--- config.mk ---
export PLATFORM = sky130hd
export DESIGN_NAME = input_skew_feeder_flat
export DESIGN_NICKNAME = d
export VERILOG_FILES = /design/src/rtl/input_skew_feeder_if.sv /design/src/rtl/input_skew_feeder.sv /design/src/flat_wrapper.sv
export SDC_FILE = /design/constraint.sdc
export NUM_CORES = 1
export LEC_CHECK = 0
export CAP_MARGIN = 5
export CORE_ASPECT_RATIO = 0.5
export CORE_MARGIN = 2
export CORE_UTILIZATION = 40
export DETAILED_ROUTE_END_ITERATION = 10
export PLACE_DENSITY = 0.68
export SLEW_MARGIN = 20
export SYNTH_ARGS = -nofsm -noshare
export SYNTH_HDL_FRONTEND = slang
export SYNTH_SLANG_ARGS = --single-unit
--- constraint.sdc ---
create_clock -name dout_clk -period 3.6 [get_ports dout_clk]
set_input_delay 0.36 -clock dout_clk [delete_from_list [all_inputs] [get_ports dout_clk]]
set_output_delay 0.36 -clock dout_clk [all_outputs]
set_load 0.02 [all_outputs]
--- src/rtl/input_skew_feeder_if.sv ---
// Row/PE bus bundle for the input skew feeder.
//   i_row_data / i_row_vld / o_row_rdy : row handshake from the ping-pong buffer read side
//   o_pe_data / o_pe_vld               : diagonally skewed lanes toward the PE array
// slave  : the feeder's view (accepts rows, drives PE lanes)
// master : the upstream/observer view (drives rows, watches PE lanes)
interface input_skew_feeder_if #(
   parameter int LANES  = 4,
   parameter int DATA_W = 8
);
   logic [LANES*DATA_W-1:0] i_row_data;
   logic                    i_row_vld;
   logic                    o_row_rdy;
   logic [LANES*DATA_W-1:0] o_pe_data;
   logic [LANES-1:0]        o_pe_vld;

   modport slave (
      input  i_row_data,
      input  i_row_vld,
      output o_row_rdy,
      output o_pe_data,
      output o_pe_vld
   );

   modport master (
      output i_row_data,
      output i_row_vld,
      input  o_row_rdy,
      input  o_pe_data,
      input  o_pe_vld
   );
endinterface

--- src/rtl/input_skew_feeder.sv ---
// Input skew feeder: re-times one row of LANES elements per beat into the
// diagonal skew the systolic PE array expects (lane k delayed k cycles relative
// to lane 0), counts ROWS rows per tile, drains the skew pipeline and then
// pulses a ping-pong switch request back to the buffer.
// Ports:
//   dout_clk          : clock, rising edge
//   rst               : synchronous active-high reset (wins over en)
//   en                : global enable, 0 freezes everything and masks valids
//   bus               : row handshake in / skewed PE lanes out (slave modport)
//   o_switch_pingpong : one-cycle pulse at tile completion
//   o_busy            : high whenever a tile is in progress or draining
//
// state | meaning
// ------+---------------------------------------------------------------
// IDLE  | no rows of the current tile accepted yet, ready for a row
// FEED  | 1..ROWS-1 rows accepted, still ready for rows
// DRAIN | tile complete, flushing bubbles until the last lane empties
module input_skew_feeder #(
   parameter int LANES  = 4,
   parameter int DATA_W = 8,
   parameter int ROWS   = 8
) (
   input  logic                 dout_clk,
   input  logic                 rst,
   input  logic                 en,
   input_skew_feeder_if.slave   bus,
   output logic                 o_switch_pingpong,
   output logic                 o_busy
);

   localparam int RW = $clog2(ROWS + 1);
   localparam int DW = (LANES > 1) ? $clog2(LANES) : 1;

   typedef enum logic [1:0] {
      IDLE  = 2'd0,
      FEED  = 2'd1,
      DRAIN = 2'd2
   } state_t;

   state_t          state, state_nxt;
   logic [RW-1:0]   row_cnt, row_cnt_nxt;
   logic [DW-1:0]   drain_cnt, drain_cnt_nxt;
   logic            pulse_q, pulse_nxt;
   logic            row_rdy;
   logic            accept;
   logic [LANES-1:0] lane_vld;

   assign row_rdy       = en & ~rst & (state != DRAIN);
   assign accept        = bus.i_row_vld & row_rdy;
   assign bus.o_row_rdy = row_rdy;

   // Valids are masked while stalled so a frozen element is never consumed twice;
   // data simply holds.
   assign bus.o_pe_vld     = lane_vld & {LANES{en}};
   assign o_switch_pingpong = pulse_q & en;
   assign o_busy            = (state != IDLE);

   always_ff @(posedge dout_clk) begin
      if (rst) begin
         state     <= IDLE;
         row_cnt   <= '0;
         drain_cnt <= '0;
         pulse_q   <= 1'b0;
      end else if (en) begin
         state     <= state_nxt;
         row_cnt   <= row_cnt_nxt;
         drain_cnt <= drain_cnt_nxt;
         pulse_q   <= pulse_nxt;
      end
   end

   always_comb begin
      state_nxt     = state;
      row_cnt_nxt   = row_cnt;
      drain_cnt_nxt = drain_cnt;
      pulse_nxt     = 1'b0;
      case (state)
         IDLE, FEED: begin
            // row_cnt is 0 in IDLE, so the same compare also covers ROWS == 1.
            if (accept) begin
               if (row_cnt == RW'(ROWS - 1)) begin
                  state_nxt   = DRAIN;
                  row_cnt_nxt = '0;
               end else begin
                  state_nxt   = FEED;
                  row_cnt_nxt = row_cnt + 1'b1;
               end
            end
         end
         DRAIN: begin
            // At LANES-1 the last lane's final element is on the outputs.
            if (drain_cnt == DW'(LANES - 1)) begin
               state_nxt     = IDLE;
               drain_cnt_nxt = '0;
               pulse_nxt     = 1'b1;
            end else begin
               drain_cnt_nxt = drain_cnt + 1'b1;
            end
         end
         default: state_nxt = IDLE;
      endcase
   end

   // Lane k is a (k+1)-deep shift register of {data, vld}; the top stage drives the output.
   for (genvar k = 0; k < LANES; k++) begin : g_lane
      logic [DATA_W-1:0]         stage_in;
      logic [(k+1)*DATA_W-1:0]   d_sr;
      logic [k:0]                v_sr;

      assign stage_in = accept ? bus.i_row_data[k*DATA_W +: DATA_W] : '0;

      if (k == 0) begin : g_one
         always_ff @(posedge dout_clk) begin
            if (rst) begin
               d_sr <= '0;
               v_sr <= '0;
            end else if (en) begin
               d_sr <= stage_in;
               v_sr <= accept;
            end
         end
      end else begin : g_multi
         always_ff @(posedge dout_clk) begin
            if (rst) begin
               d_sr <= '0;
               v_sr <= '0;
            end else if (en) begin
               d_sr <= {d_sr[k*DATA_W-1:0], stage_in};
               v_sr <= {v_sr[k-1:0], accept};
            end
         end
      end

      assign bus.o_pe_data[k*DATA_W +: DATA_W] = d_sr[k*DATA_W +: DATA_W];
      assign lane_vld[k]                       = v_sr[k];
   end

endmodule

--- src/flat_wrapper.sv ---
// flat-port wrapper written by rule: the top's interface ports become plain ports
module input_skew_feeder_flat 
#(
   parameter int LANES  = 4,
   parameter int DATA_W = 8,
   parameter int ROWS   = 8
)
  (dout_clk, rst, en, o_switch_pingpong, o_busy, bus_i_row_data, bus_i_row_vld, bus_o_row_rdy, bus_o_pe_data, bus_o_pe_vld);
  input_skew_feeder_if #(.LANES(LANES), .DATA_W(DATA_W)) bus_i ();
  input  logic dout_clk;
  input  logic rst;
  input  logic en;
  output logic o_switch_pingpong;
  output logic o_busy;
  input wire logic [$bits(bus_i.i_row_data)-1:0] bus_i_row_data;
  input wire logic [$bits(bus_i.i_row_vld)-1:0] bus_i_row_vld;
  output wire logic [$bits(bus_i.o_row_rdy)-1:0] bus_o_row_rdy;
  output wire logic [$bits(bus_i.o_pe_data)-1:0] bus_o_pe_data;
  output wire logic [$bits(bus_i.o_pe_vld)-1:0] bus_o_pe_vld;
  assign bus_i.i_row_data = bus_i_row_data;
  assign bus_i.i_row_vld = bus_i_row_vld;
  assign bus_o_row_rdy = bus_i.o_row_rdy;
  assign bus_o_pe_data = bus_i.o_pe_data;
  assign bus_o_pe_vld = bus_i.o_pe_vld;
  input_skew_feeder #(.LANES(LANES), .DATA_W(DATA_W), .ROWS(ROWS)) u_core (.dout_clk(dout_clk), .rst(rst), .en(en), .bus(bus_i), .o_switch_pingpong(o_switch_pingpong), .o_busy(o_busy));
endmodule
==> results.cfg, run 1 <==
[synthesis]
syn_avg_cell_area_um2 = 10.8
synth_area_um2 = 3450
ys_seq_area_share_pct = 53.9
synth_top_area_cell = dfxtp_1
syn_nets = 357
syn_inst = 319
yosys.area.top_type_share_pct = 53.9
yosys-top-cells-area = dfxtp_1 54%, mux2i_1 15%, a22o_1 8.1%, buf_4 5.9%, nor2_1 5.9%
ys_seq_elements = 93
synth_cell_types = 32
ys_warn_count = 0

[worst_hold_path]
hold_path.class = reg2reg
hold_start = u_core.pulse_q
worst_hold_path.endpoint = u_core.pulse_q
hold_depth = 2

[floorplan]
fp.dieW_um = 135
die_area_um2 = 9440
die-height_um = 69.7
initial_utilization_pct = 42.1
rows = 23
io_pins = 75
fp.coreArea_um2 = 8200

[clock_tree]
cts.sinks = 93
cts_buffers = 9
cts_setup_buffers = 0
htree_levels = 3
root_buffer = clkbuf_16
clock_latency_ps = 330
cts-resized-gates = 0
cts_tree = done
postCtsHoldBufs = 0
cts.path.max_buffers = 2
path_clk_slew_ps = 60

[sta]
slew_viol_final = 0
worstMarginPinSlew_ps = 651
fin_crit_sh_pct = 57.9
rsz0062_at_grt = no
hold_viol_final = 0
setup_tns_ps = 0
fin_skew_ps = 3.61
min_period_ps = 2080
fmax_mhz = 480
setup_viol = 0
whs_ps = 463
slew_headroom_pct = 56.6

[detailed_routing]
via_per_inst = 4.83
drt-initial-drc-count = 99
drt_pass1_iterations = 4
post_drt_wl_per_cell_um = 13.9
vias = 2313
routed_wl_um = 6650
drcViolationCount = 0
ant_nets = 0

[power]
pwr_density_cell_nw_per_um2 = 498
p_int_mw = 1.73
ir_worst_vdd_v = 0.000319
switchingPower_uw = 444
comb_power_share_pct = 7.3
p_seq_share_pct = 49.2
swShare_pct = 20.5
clkPwrFrac_pct = 43.4
leakagePower_nw = 1.80

[critical_path]
r2r-end = u_core.g_lane[1].d_sr[2]
cp.arrival_ps = 1720
r2r_slack_ps = 2150
critical_path.max_fanout = 33
startpoint_type = input pin
required_ps = 3240
critPathKind = in2out
crit_path_top_delay_cell = clkdlybuf4s50_1
critical-path-max-stage-delay_ps = 630
end_kind = primary output
worst-r2r-cell-count = 4
path_cells = buf_4 -> inv_2 -> nor3_1 -> clkdlybuf4s50_1
rr_startpoint = u_core.state[0]

[cells_and_area]
area_growth_pct = 26.4
drive_above_1_share_pct = 7.08
layout.nets = 402
diodes = 0
fillerInstances = 715

[run_status]
status = finished, final reports clean

[global_routing]
globalRouteOverflowTotal = 0
grt_util_all_layers_pct = 15.0
antenna_found_initial = 0
grt_first_pass_wirelength_um = 11300
grt_pass1_vias = 2254
grt_max_degree = 66

[run]
cap_violations = 0

[placement]
portBuffers = 74
gp_congestion = 0.762
dpl.hpwl_um = 4420
-- worst max-delay path, delay by kind of cell --
kind,cells,cell delay [ps]
and+or+nand+nor,1,210
buffers and inverters,3,1150
-- metrics by stage --
stage	worst slack, ps	instances	power (mW)	util, %	instance area [um2]
floorplan	2040	319	1.19	-	3450
global placement	1520	465	1.25	49.6	4060
detailed placement	1510	465	1.25	49.6	4060
CTS	1510	479	2.19	53.2	4360
global route	1430	479	2.25	53.2	4360
finish	1520	479	2.17	53.2	4360
-- cell type report --
class	instances	area [um2]	share of cell area, %
Multi-Input combinational cell	179	1290	29.5
Timing Repair Buffer	78	763	17.5
Clock buffer	13	270	6.19
Clock inverter	1	30.0	0.688
Tap cell	112	140	3.21
Inverter	3	11.3	0.258
Sequential cell	93	1860	42.7
-- cell usage in the layout (no fill, tap or decap), types with 2 or more instances in the layout --
cell	n
ha_1	2
nand2b_1	3
nand3b_1	2
nand3_1	3
clkbuf_8	3
clkdlybuf4s50_1	72
dfxtp_1	93
a22o_1	32
a21oi_1	7
and2_1	5
clkbuf_16	9
nand2_1	5
buf_4	5
mux2i_1	51
inv_1	2
nor2_1	53
-- how the worst max path moves through the flow --
stage	startpoint	end	slack (ps)	cells past startpoint
3_3_place_gp	en	bus_o_row_rdy	1520	4
6_report	en	bus_o_row_rdy	1520	4
5_1_grt	en	bus_o_row_rdy	1430	4
3_5_place_dp	en	u_core.g_lane[1].d_sr[5]	1510	5
2_1_floorplan	rst	bus_o_row_rdy	2040	3
4_1_cts	en	bus_o_row_rdy	1510	4
-- kinds of logic after synthesis --
family | Yosys count | synth area share (%)
simple gates | 81 | 11.2
buf+inv | 47 | 8.88
flops | 93 | 53.9
compound gates | 45 | 10.5
mux | 51 | 14.8
fa+ha+maj | 2 | 0.725
-- flip-flops by register name, summed over array words and instances, names as in the netlist --
name	count
u_core.g_lane.v_sr	4
u_core.state	2
u_core.pulse_q	1
u_core.row_cnt	4
u_core.drain_cnt	2
u_core.g_lane.d_sr	80
-- cells in the mapped netlist (all sizes together) --
| library cell | n |
|---|---|
| a211o | 1 |
| a211oi | 1 |
| a21oi | 7 |
| a22o | 32 |
| a2bb2oi | 1 |
| and2 | 5 |
| and2b | 1 |
| and4bb | 1 |
| buf | 35 |
| clkbuf | 9 |
| dfxtp | 93 |
| ha | 2 |
| inv | 3 |
| mux2i | 51 |
| nand2 | 5 |
| nand2b | 3 |
| nand3 | 3 |
| nand3b | 2 |
| nand4 | 1 |
| nor2 | 54 |
| nor2b | 1 |
| nor3 | 1 |
| nor4b | 1 |
| o21ai | 1 |
| o21ba | 1 |
| o31ai | 1 |
| or2 | 1 |
| or3 | 1 |
| or3b | 1 |
-- routing by layer --
| layer | up-vias | wire (um) | global-route usage [%] |
|---|---|---|---|
| li1 | 1171 | - | - |
| met1 | 1096 | 3200 | 19.3 |
| met2 | 39 | 3080 | 24.0 |
| met3 | 7 | 305 | 5.26 |
| met4 | 0 | 63 | 4.17 |
| met5 | - | 0 | 0 |
-- power groups by stage --
stage	clock network (mW)	logic [mW]	registers (mW)
6_report	0.943	0.159	1.07
5_1_grt	1.01	0.172	1.07
4_1_cts	0.961	0.161	1.07
3_5_place_dp	0	0.160	1.09
3_3_place_gp	0	0.156	1.09
2_1_floorplan	0	0.0941	1.09
Power figures use the tool's default switching activity.
==> run 2: changes to the inputs <==
==> constraint.sdc (replaced) <==
create_clock -name dout_clk -period 2.1 [get_ports dout_clk]
set_input_delay 0.21 -clock dout_clk [delete_from_list [all_inputs] [get_ports dout_clk]]
set_output_delay 0.21 -clock dout_clk [all_outputs]
set_load 0.02 [all_outputs]
==> results.cfg, run 2 (synthesized netlist as in run 1, its figures left out) <==
[power]
switchingPower_uw = 840
comb_power_share_pct = 7.2
pwr_density_cell_nw_per_um2 = 871
p_seq_share_pct = 47.7
ir_worst_vdd_v = 0.000438
clkPwrFrac_pct = 45.1
swShare_pct = 21.9
p_int_mw = 3.00
leakagePower_nw = 1.81

[clock_tree]
cts_tree = done
cts.sinks = 93
clock_latency_ps = 340
cts_setup_buffers = 0
htree_levels = 3
postCtsHoldBufs = 0
cts-resized-gates = 0
path_clk_slew_ps = 60
cts_buffers = 9
root_buffer = clkbuf_16
cts.path.max_buffers = 2

[cells_and_area]
layout_common_cells = 93 x dfxtp_1, 72 x clkdlybuf4s50_1, 53 x nor2_1
largestRegisters = u_core.g_lane.d_sr (80), u_core.g_lane.v_sr (4), u_core.row_cnt (4)
top_register = u_core.g_lane.d_sr
layout_commonest_cell = dfxtp_1
final_util_pct = 53.8
largest_reg_flops = 80
layout.nets = 405
drive_above_1_share_pct = 8.60
area_growth_pct = 27.7
fillerInstances = 723
diodes = 0

[global_routing]
grt_first_pass_wirelength_um = 11200
globalRouteOverflowTotal = 0
grt_pass1_vias = 2401
grt_util_all_layers_pct = 15.2
grt_max_degree = 42
antenna_found_initial = 0

[sta]
hold_viol_final = 0
slew_viol_final = 0
fmax_mhz = 529
setup_viol = 0
rsz0062_at_grt = no
fin_skew_ps = 6.28
setup_tns_ps = 0
min_period_ps = 1890
worstMarginPinSlew_ps = 556
fin_crit_sh_pct = 90.0
slew_headroom_pct = 63.0

[floorplan]
fp.dieW_um = 135
die-height_um = 69.7
die_area_um2 = 9440
fp.coreArea_um2 = 8200
io_pins = 75
rows = 23
initial_utilization_pct = 42.1

[critical_path]
cp.buffers_inverters = 1
critPathKind = reg2out
required_ps = 1890
critical-path-max-stage-delay_ps = 620
cp.arrival_ps = 1680
path_cells = and2b_4 -> nor3_1 -> clkdlybuf4s50_1
startpoint_type = flop
crit_path_top_delay_cell = clkdlybuf4s50_1
end_kind = primary output
setup.worst_path.start = u_core.state[0]
critical_path.max_fanout = 5
rr_startpoint = u_core.state[0]
cpLargestDelayFamily = buffers and inverters

[placement]
portBuffers = 74
gp_congestion = 0.719
dpl.hpwl_um = 4480

[detailed_routing]
vias = 2322
routed_wl_um = 6590
drcViolationCount = 0
post_drt_wl_per_cell_um = 13.6
ant_nets = 0
drt_pass1_iterations = 4
via_per_inst = 4.80
drt-initial-drc-count = 112

[run]
cap_violations = 0

[worst_hold_path]
hold_start = en
hold_path.class = in2reg

[run_status]
status = finished, final reports clean
## run 2: worst paths after layout
check             cells past startpoint                        to  slack, ps
hold reg to reg                       2            u_core.pulse_q        460
hold / removal                        4            u_core.pulse_q        230
setup / recovery                      3             bus_o_row_rdy        210
setup reg to reg                      4  u_core.g_lane[1].d_sr[2]        650
## run 2: tightest hold or removal path, delay by kind of cell
kind | cells | cell delay [ps]
and+or+nand+nor | 1 | 60
AOI/OAI and AO/OA | 1 | 50
buffers and inverters | 2 | 200
## run 2: through the flow
step | setup slack, ps | hold slack (ps) | cells | total power, mW | area, um2
2_1_floorplan | 838 | 343 | 319 | 2.03 | 3450
3_5_place_dp | 492 | 454 | 468 | 2.15 | 4090
3_3_place_gp | 530 | 448 | 468 | 2.14 | 4090
4_1_cts | 194 | 227 | 484 | 3.89 | 4410
5_1_grt | 88.4 | 263 | 484 | 3.99 | 4410
6_report | 211 | 233 | 484 | 3.84 | 4410
## run 2: power groups by stage
stage	sequential, mW	combinational [mW]	clock (mW)
final	1.83	0.276	1.73
after global routing	1.84	0.298	1.86
after CTS	1.83	0.280	1.78
after detailed placement	1.87	0.280	0
after global placement	1.87	0.273	0
after floorplan	1.87	0.161	0
## run 2: cell type report
class / count / area, um2 / share of cell area (%)
Clock inverter: 7 / 98.8 / 2.24
Multi-Input combinational cell: 179 / 1290 / 29.2
Sequential cell: 93 / 1860 / 42.2
Timing Repair Buffer: 81 / 786 / 17.8
Clock buffer: 9 / 225 / 5.11
Tap cell: 112 / 140 / 3.18
Inverter: 3 / 11.3 / 0.255
## run 2: layer usage
metal	part of all wire, %	global-route usage, %	wire [um]
met5	0	0	0
met4	2.2	7.99	144
met3	4.3	4.97	282
met2	48	25.1	3190
met1	45	17.5	2970
==> run 3: changes to the inputs <==
--- a/config.mk
+++ b/config.mk
@@ -11,6 +11,7 @@
 export CORE_UTILIZATION = 40
 export DETAILED_ROUTE_END_ITERATION = 10
 export PLACE_DENSITY = 0.68
+export REMOVE_ABC_BUFFERS = 1
 export SLEW_MARGIN = 20
 export SYNTH_ARGS = -nofsm -noshare
 export SYNTH_HDL_FRONTEND = slang
==> results.cfg, run 3 (synthesized netlist as in run 1, its figures left out) <==
[sta]
worstMarginPinSlew_ps = 658
setup_viol = 0
slew_headroom_pct = 56.1
fin_skew_ps = 5.53
fin_crit_sh_pct = 91.6
fmax_mhz = 520
slew_viol_final = 0
hold_viol_final = 0
rsz0062_at_grt = no
min_period_ps = 1920
setup_tns_ps = 0

[power]
switchingPower_uw = 793
comb_power_share_pct = 7.1
p_seq_share_pct = 46.1
ir_worst_vdd_v = 0.000598
leakagePower_nw = 1.84
p_int_mw = 3.18
swShare_pct = 20.0
pwr_density_cell_nw_per_um2 = 893
clkPwrFrac_pct = 46.8
fin_total_pwr_mw = 3.97

[cells_and_area]
largest_reg_flops = 80
drive_above_1_share_pct = 8.85
top_register = u_core.g_lane.d_sr
area_growth_pct = 28.8
diodes = 0
largestRegisters = u_core.g_lane.d_sr (80), u_core.g_lane.v_sr (4), u_core.row_cnt (4)
layout.nets = 407
fillerInstances = 682
layout_common_cells = 93 x dfxtp_1, 72 x clkdlybuf4s50_1, 53 x nor2_1
layout_commonest_cell = dfxtp_1

[detailed_routing]
via_per_inst = 4.87
routed_wl_um = 7000
drt_pass1_iterations = 4
vias = 2364
post_drt_wl_per_cell_um = 14.4
drcViolationCount = 0
ant_nets = 0
drt-initial-drc-count = 126

[global_routing]
antenna_found_initial = 0
grt_first_pass_wirelength_um = 11800
grt_pass1_vias = 2389
grt_util_all_layers_pct = 15.8
globalRouteOverflowTotal = 0
grt_max_degree = 41

[worst_hold_path]
hold_path.class = in2reg

[clock_tree]
cts.path.max_buffers = 2
path_clk_slew_ps = 60
postCtsHoldBufs = 0
clock_latency_ps = 330
root_buffer = clkbuf_16
cts_setup_buffers = 0
cts.sinks = 93
cts-resized-gates = 0
cts_tree = done
htree_levels = 3
cts_buffers = 9

[run_status]
status = finished, final reports clean

[placement]
gp_congestion = 0.700
dpl.hpwl_um = 4840
portBuffers = 74

[critical_path]
critical_path.max_fanout = 5
startpoint_type = flop
cp.arrival_ps = 1710
critPathKind = reg2out
end_kind = primary output
required_ps = 1890

[floorplan]
fp.dieW_um = 135
rows = 23
die-height_um = 69.7
fp.coreArea_um2 = 8200
initial_utilization_pct = 42.1
die_area_um2 = 9440
io_pins = 75

[run]
cap_violations = 0
## run 3: changes by cell type in the layout (fill, tap and decap cells not counted)
cell and delta:
clkinv_2 +1, buf_2 +1, clkbuf_8 +2, clkinvlp_4 -4
buf_4 +1, inv_6 -1, bufinv_16 +1
## run 3: cell type report
type	instances	area [um2]	share of cell area, %
Timing Repair Buffer	83	798	18.0
Inverter	3	11.3	0.253
Sequential cell	93	1860	41.9
Tap cell	112	140	3.15
Clock inverter	4	95.1	2.14
Clock buffer	11	253	5.68
Multi-Input combinational cell	179	1290	29.0
## run 3: critical path: stages (launching register included)
cell             delay (ps)
dfxtp_1                 360
and2b_4                 230
nor3_1                  150
clkdlybuf4s50_1         640
## run 3: routing by layer
layer / vias up / GRT usage [%] / wire, um
li1: 1175 / - / -
met1: 1143 / 18.9 / 3170
met2: 33 / 27.6 / 3490
met3: 13 / 3.95 / 217
met4: 0 / 6.13 / 129
met5: - / 0 / 0
## run 3: worst paths after layout
path	startpoint	end	slack (ps)	cells after the start
worst max-delay path	u_core.state[0]	bus_o_row_rdy	180	3
worst min-delay path	rst	u_core.g_lane[1].d_sr[8]	210	2
worst max register to register	u_core.state[0]	u_core.g_lane[0].d_sr[2]	630	4
worst min register to register	u_core.pulse_q	u_core.pulse_q	470	2
## run 3: through the flow
stage	utilization (%)	cells	area (um2)	setup slack [ps]	hold WS [ps]
final	54.2	485	4450	177	214
after global routing	54.2	485	4450	71.9	220
after CTS	54.2	485	4450	155	213
after detailed placement	50.0	470	4100	458	456
after global placement	50.0	470	4100	493	447
after floorplan	-	275	3160	346	279
## run 3: power by group through the flow
stage               sequential, mW  combinational (mW)  clock, mW
finish                        1.83               0.283       1.86
global route                  1.84               0.304       1.98
CTS                           1.83               0.286       1.88
detailed placement            1.87               0.284          0
global placement              1.87               0.276          0
floorplan                     1.88              0.0998          0
